[config.mk]
export PLATFORM = sky130hd
export DESIGN_NAME = fetch_ctrl
export DESIGN_NICKNAME = d
export VERILOG_FILES = /design/src/rtl/fetch_ctrl.sv
export SDC_FILE = /design/constraint.sdc
export NUM_CORES = 1
export LEC_CHECK = 0
export ABC_AREA = 1
export CORE_ASPECT_RATIO = 1.1
export CORE_MARGIN = 3
export CORE_UTILIZATION = 40
export CTS_CLUSTER_SIZE = 28
export DETAILED_ROUTE_END_ITERATION = 10
export GPL_TIMING_DRIVEN = 0
export HOLD_SLACK_MARGIN = 0.08
export PLACE_DENSITY_LB_ADDON = 0.2
export REMOVE_ABC_BUFFERS = 1
export SKIP_LAST_GASP = 1
export SLEW_MARGIN = 10
export SYNTH_ARGS = -nofsm -noshare
export SYNTH_HDL_FRONTEND = slang
export SYNTH_SLANG_ARGS = --single-unit
[constraint.sdc]
create_clock -name clk -period 2.2 [get_ports clk]
set_input_delay 0.33 -clock clk [delete_from_list [all_inputs] [get_ports clk]]
set_output_delay 0.33 -clock clk [all_outputs]
set_load 0.05 [all_outputs]
[src/rtl/fetch_ctrl.sv]
// rtl/fetch_ctrl.sv - fetch-stage sequencer: one outstanding imem fetch, decode handshake, redirects
module fetch_ctrl (
  input  logic        clk,
  input  logic        rst,
  input  logic [31:0] pc,
  input  logic        br_taken,
  input  logic [31:0] br_target,
  input  logic        trap,
  input  logic [31:0] trap_vec,
  input  logic        imem_ready,
  input  logic        imem_rvalid,
  input  logic [31:0] imem_rdata,
  input  logic        if_ready,
  output logic [31:0] next_pc,
  output logic        pc_en,
  output logic        imem_req,
  output logic [31:0] imem_addr,
  output logic        if_valid,
  output logic [31:0] if_instr,
  output logic [31:0] if_pc
);

  localparam logic [31:0] NOP_INSTR = 32'h00000013;

  typedef enum logic [1:0] {BOOT, REQ, WAIT, OUT} state_t;

  state_t      state, state_nxt;
  logic        pend, pend_nxt;
  logic        pend_trap, pend_trap_nxt;
  logic [31:0] pend_tgt, pend_tgt_nxt;
  logic        if_valid_nxt;
  logic        capture;
  logic        redir;
  logic [31:0] redir_tgt;
  logic [31:0] pc_plus4;

  assign imem_addr = pc;
  assign pc_plus4  = pc + 32'd4;
  assign redir     = trap | br_taken;
  assign redir_tgt = trap ? trap_vec : br_target;

  // Next-state, pending-redirect bookkeeping and PC-register load control.
  always_comb begin
    state_nxt     = state;
    pend_nxt      = pend;
    pend_trap_nxt = pend_trap;
    pend_tgt_nxt  = pend_tgt;
    if_valid_nxt  = if_valid;
    capture       = 1'b0;
    pc_en         = 1'b0;
    next_pc       = pc_plus4;
    imem_req      = 1'b0;

    // While a fetch is in flight, redirects are remembered; a trap always
    // wins, a branch may not displace a trap that is already pending.
    if (state == REQ || state == WAIT) begin
      if (trap) begin
        pend_nxt      = 1'b1;
        pend_trap_nxt = 1'b1;
        pend_tgt_nxt  = trap_vec;
      end else if (br_taken) begin
        pend_nxt = 1'b1;
        if (!pend_trap) pend_tgt_nxt = br_target;
      end
    end

    case (state)
      BOOT: state_nxt = REQ;
      REQ: begin
        imem_req = 1'b1;
        if (imem_ready) state_nxt = WAIT;
      end
      WAIT: begin
        if (imem_rvalid) begin
          pc_en = 1'b1;
          if (pend_nxt) begin
            // Wrong-path response: drop it and steer the PC to the redirect.
            next_pc       = pend_tgt_nxt;
            pend_nxt      = 1'b0;
            pend_trap_nxt = 1'b0;
            state_nxt     = REQ;
          end else begin
            capture      = 1'b1;
            if_valid_nxt = 1'b1;
            state_nxt    = OUT;
          end
        end
      end
      OUT: begin
        if (redir) begin
          if_valid_nxt = 1'b0;
          pc_en        = 1'b1;
          next_pc      = redir_tgt;
          state_nxt    = REQ;
        end else if (if_ready) begin
          if_valid_nxt = 1'b0;
          state_nxt    = REQ;
        end
      end
      default: state_nxt = BOOT;
    endcase

    // Reset aborts everything, including a same-cycle PC load.
    if (rst) begin
      pc_en    = 1'b0;
      next_pc  = pc_plus4;
      imem_req = 1'b0;
    end
  end

  // State, pending-redirect and decode-output registers.
  always_ff @(posedge clk) begin
    if (rst) begin
      state     <= BOOT;
      pend      <= 1'b0;
      pend_trap <= 1'b0;
      pend_tgt  <= 32'd0;
      if_valid  <= 1'b0;
      if_instr  <= NOP_INSTR;
      if_pc     <= 32'd0;
    end else begin
      state     <= state_nxt;
      pend      <= pend_nxt;
      pend_trap <= pend_trap_nxt;
      pend_tgt  <= pend_tgt_nxt;
      if_valid  <= if_valid_nxt;
      if (capture) begin
        if_instr <= imem_rdata;
        if_pc    <= pc;
      end
    end
  end

endmodule

==> results by group <==
Global route
  • GRT overflow: 0
  • First-pass GRT wire length: roughly 40000 um
  • Total Routing Usage GR: between 20% and 30%
  • Initial antenna violation count: 0
  • Vias in the first global route: approximately 7600
  • Largest net degree at the start of global routing: 55

Timing
  • Max Fclk: 383 MHz
  • Crit share post-route: 119%
  • Post-Route Skew: around 7.6 ps
  • Hold slack final: between 300 and 400 ps
  • Final WS setup: -411 ps
  • Fin crit period: ~2600 ps
  • Final hold vios: 0
  • Final Max Slew Viols: 0
  • Max-slew headroom: 63.4%
  • Setup violators final: 33
  • RSZ-0062 raised after global routing: true
  • Slew at the pin closest to its max-slew limit: approximately 550 ps

Critical path
  • CP Launch Point: state[0]
  • Reg-to-reg startpoint: state[0]
  • Worst Path Arrival: 2280 ps
  • Worst Path Max Fanout: 6
  • Worst setup path endpoint: next_pc[7]
  • Req. time, crit path: ~1900 ps
  • Setup CP Type: reg2out
  • Worst R2R Setup Slack: roughly 100 ps
  • R2R depth: 11
  • Startpoint Class: register
  • Reg2reg end: if_instr[30]
  • Crit end category: output port

Route
  • Final ANT Viol Nets: 0
  • Vias/cell: 5.33
  • First drt pass iteration count: 6
  • Vias: about 8000
  • Detailed Route WL: approximately 28000 um
  • DR DRC count: 0
  • DRT iter0 DRCs: 675
  • WL/cell: 18.1 um

Clock network
  • Num Clock Sinks: 101
  • CTS Buffer Depth: 2
  • Clock-pin slew on the worst setup and hold paths: around 70 ps
  • CTS buffer count: 9
  • Root Buffer: clkbuf_16
  • TritonCTS clock tree: yes
  • Worst-Skew Late Latency: 350 ps
  • Htree depth: 3
  • Post-CTS Hold Fix Bufs: 0

Min path
  • Hold Path Origin: pc[28]
  • Worst hold path class: in2reg

Synth
  • Syn Std Cell Area: 6620 um^2
  • Seq cells post-synth: around 100
  • Register area share after synthesis: between 30% and 40%
  • Post-Synthesis Cells: 1068
  • Synth warnings: 0
  • Post-Syn Area per Cell: 6.20 um^2
  • Post-synth cell types: 38

Place
  • Final Wtd Congestion: between 0.9 and 1
  • I/O Buffers: roughly 270
  • DP Worst Slack: -2580 ps
  • Final HPWL DP: approximately 18000 um

Floorplan
  • Core ar.: between 15000 and 20000 um^2
  • Die area: between 15000 and 20000 um^2
  • Site row count: 48
  • Initial Utilization: 41.5%
  • Die Span X: roughly 130 um
  • Ports: roughly 270
  • Chip Height: 141 um

Power and ir drop
  • Logic pwr share: about 50%
  • Clock Power Share: between 20% and 30%
  • Peak supply drop: around 0.00037 V
  • Total Power: 0.00731 W
  • Static leakage: between 4 and 5 nW
  • PwrDens: 704 nW/um^2
  • Sw Ratio: 42.4%
  • Sequential share of power: between 20 and 30%
  • Sw Pwr: roughly 0.0031 W
  • Pint: 0.00421 W

Cells and area
  • Most frequent cells in the layout: 260 x nand2_1, 202 x clkdlybuf4s50_1, 169 x nor2_1
  • Final nets: ~1500
  • Commonest non-fill, non-tap cell in the layout: nand2_1
  • Share of cells above drive strength 1: 19.2%
  • Number of diodes: 0
  • Synth-to-layout area growth: 56.8%

Outcome
  • Failing checks: negative setup slack
  • Status: finished with violations

Flow run
  • Max-cap violation count: 0
how the worst min path moves through the flow:
stage	cells past startpoint	slack, ps	endpoint
global route	3	350	if_pc[28]
finish	3	340	if_pc[28]
detailed placement	2	450	if_instr[4]
global placement	2	440	if_instr[4]
CTS	2	420	pend_tgt[1]
floorplan	1	400	pend_tgt[8]
final cells by class:
cell class | instances | area, um^2
clock buffers | 9 | 225
fillers | 1409 | 5590
multi-input cells | 805 | 4220
inverters | 87 | 385
flip-flops and latches | 101 | 2030
well taps | 200 | 250
repair buffers | 318 | 3220
clock inverters | 7 | 50.0
cell families after synthesis:
kind of cell / after synthesis / synth area share [%]
AND/OR/NAND/NOR: 580 / 36.8
AO/OA/AOI/OAI: 201 / 17.3
buffers and inverters: 168 / 12.8
flip-flops: 101 / 30.5
XOR/XNOR: 14 / 1.85
adder cells (fa/ha/maj): 4 / 0.756
layer usage:
metal | GRT usage [%] | up-vias | part of all wire, %
li1 | - | 3896 | -
met1 | 35.7 | 3671 | 40
met2 | 45.9 | 469 | 46
met3 | 7.62 | 102 | 11
met4 | 11.1 | 0 | 3.9
met5 | 0 | - | 0
state kept, by name, indices dropped and copies added (netlist names):
register / flops
if_instr: 32
if_pc: 32
if_valid: 1
pend: 1
pend_tgt: 32
pend_trap: 1
state: 2
synth_stat cells, drive strengths merged:
master | n | share of area (%)
or2 | 23 | 2.2
clkbuf | 19 | 1.1
a211oi | 3 | 0.34
nand3 | 66 | 5.0
nor3 | 3 | 0.23
nand2 | 294 | 17
xnor2 | 6 | 0.79
inv | 86 | 4.9
o21ai | 111 | 8.6
xor2 | 8 | 1.1
ha | 4 | 0.76
nand3b | 1 | 0.11
clkinv | 1 | 0.057
a31o | 1 | 0.13
nand4 | 5 | 0.47
a21oi | 53 | 4.5
o211ai | 19 | 2.2
o21a | 8 | 0.91
o21bai | 2 | 0.23
dfxtp | 101 | 31
nor2 | 188 | 12
buf | 62 | 6.8
a22oi | 4 | 0.45
through the flow:
stage	cell area (um^2)	utilization, %	setup TNS, ps	instances
final	10400	65.0	-10510	1527
after global routing	10400	65.0	-12980	1527
after CTS	9960	62.4	-9250	1513
after detailed placement	9080	56.8	-214270	1455
after global placement	9000	56.4	-343160	1452
after floorplan	6100	-	-88140	987
worst max-delay path, cell delays in order (launching register included):
cell and delay [ps]:
dfxtp_4 350, inv_2 40, ha_4 310, inv_8 60, nand2_8 100, o21ai_4 100, or2_2 280, a21oi_1 240
nand2_2 80, o211ai_1 120, buf_4 240
power groups by stage:
| stage | clock, W | sequential (W) | combinational [W] |
|---|---|---|---|
| floorplan | 0 | 0.00245 | 0.00135 |
| global placement | 0 | 0.00218 | 0.00274 |
| detailed placement | 0 | 0.00219 | 0.00276 |
| CTS | 0.00156 | 0.00215 | 0.00323 |
| global route | 0.00162 | 0.00217 | 0.00381 |
| finish | 0.00154 | 0.00215 | 0.00362 |
what timing repair did:
item | 4_1_cts | 5_1_grt
setup buffers | 36 | 13
pin swaps | 18 | 36
hold endpoints to repair | 0 | 0
resized for setup | 338 | 109
setup endpoints to repair | 145 | 87
cloned | 6 | 2
No activity file was read; power rests on OpenSTA's default activity.
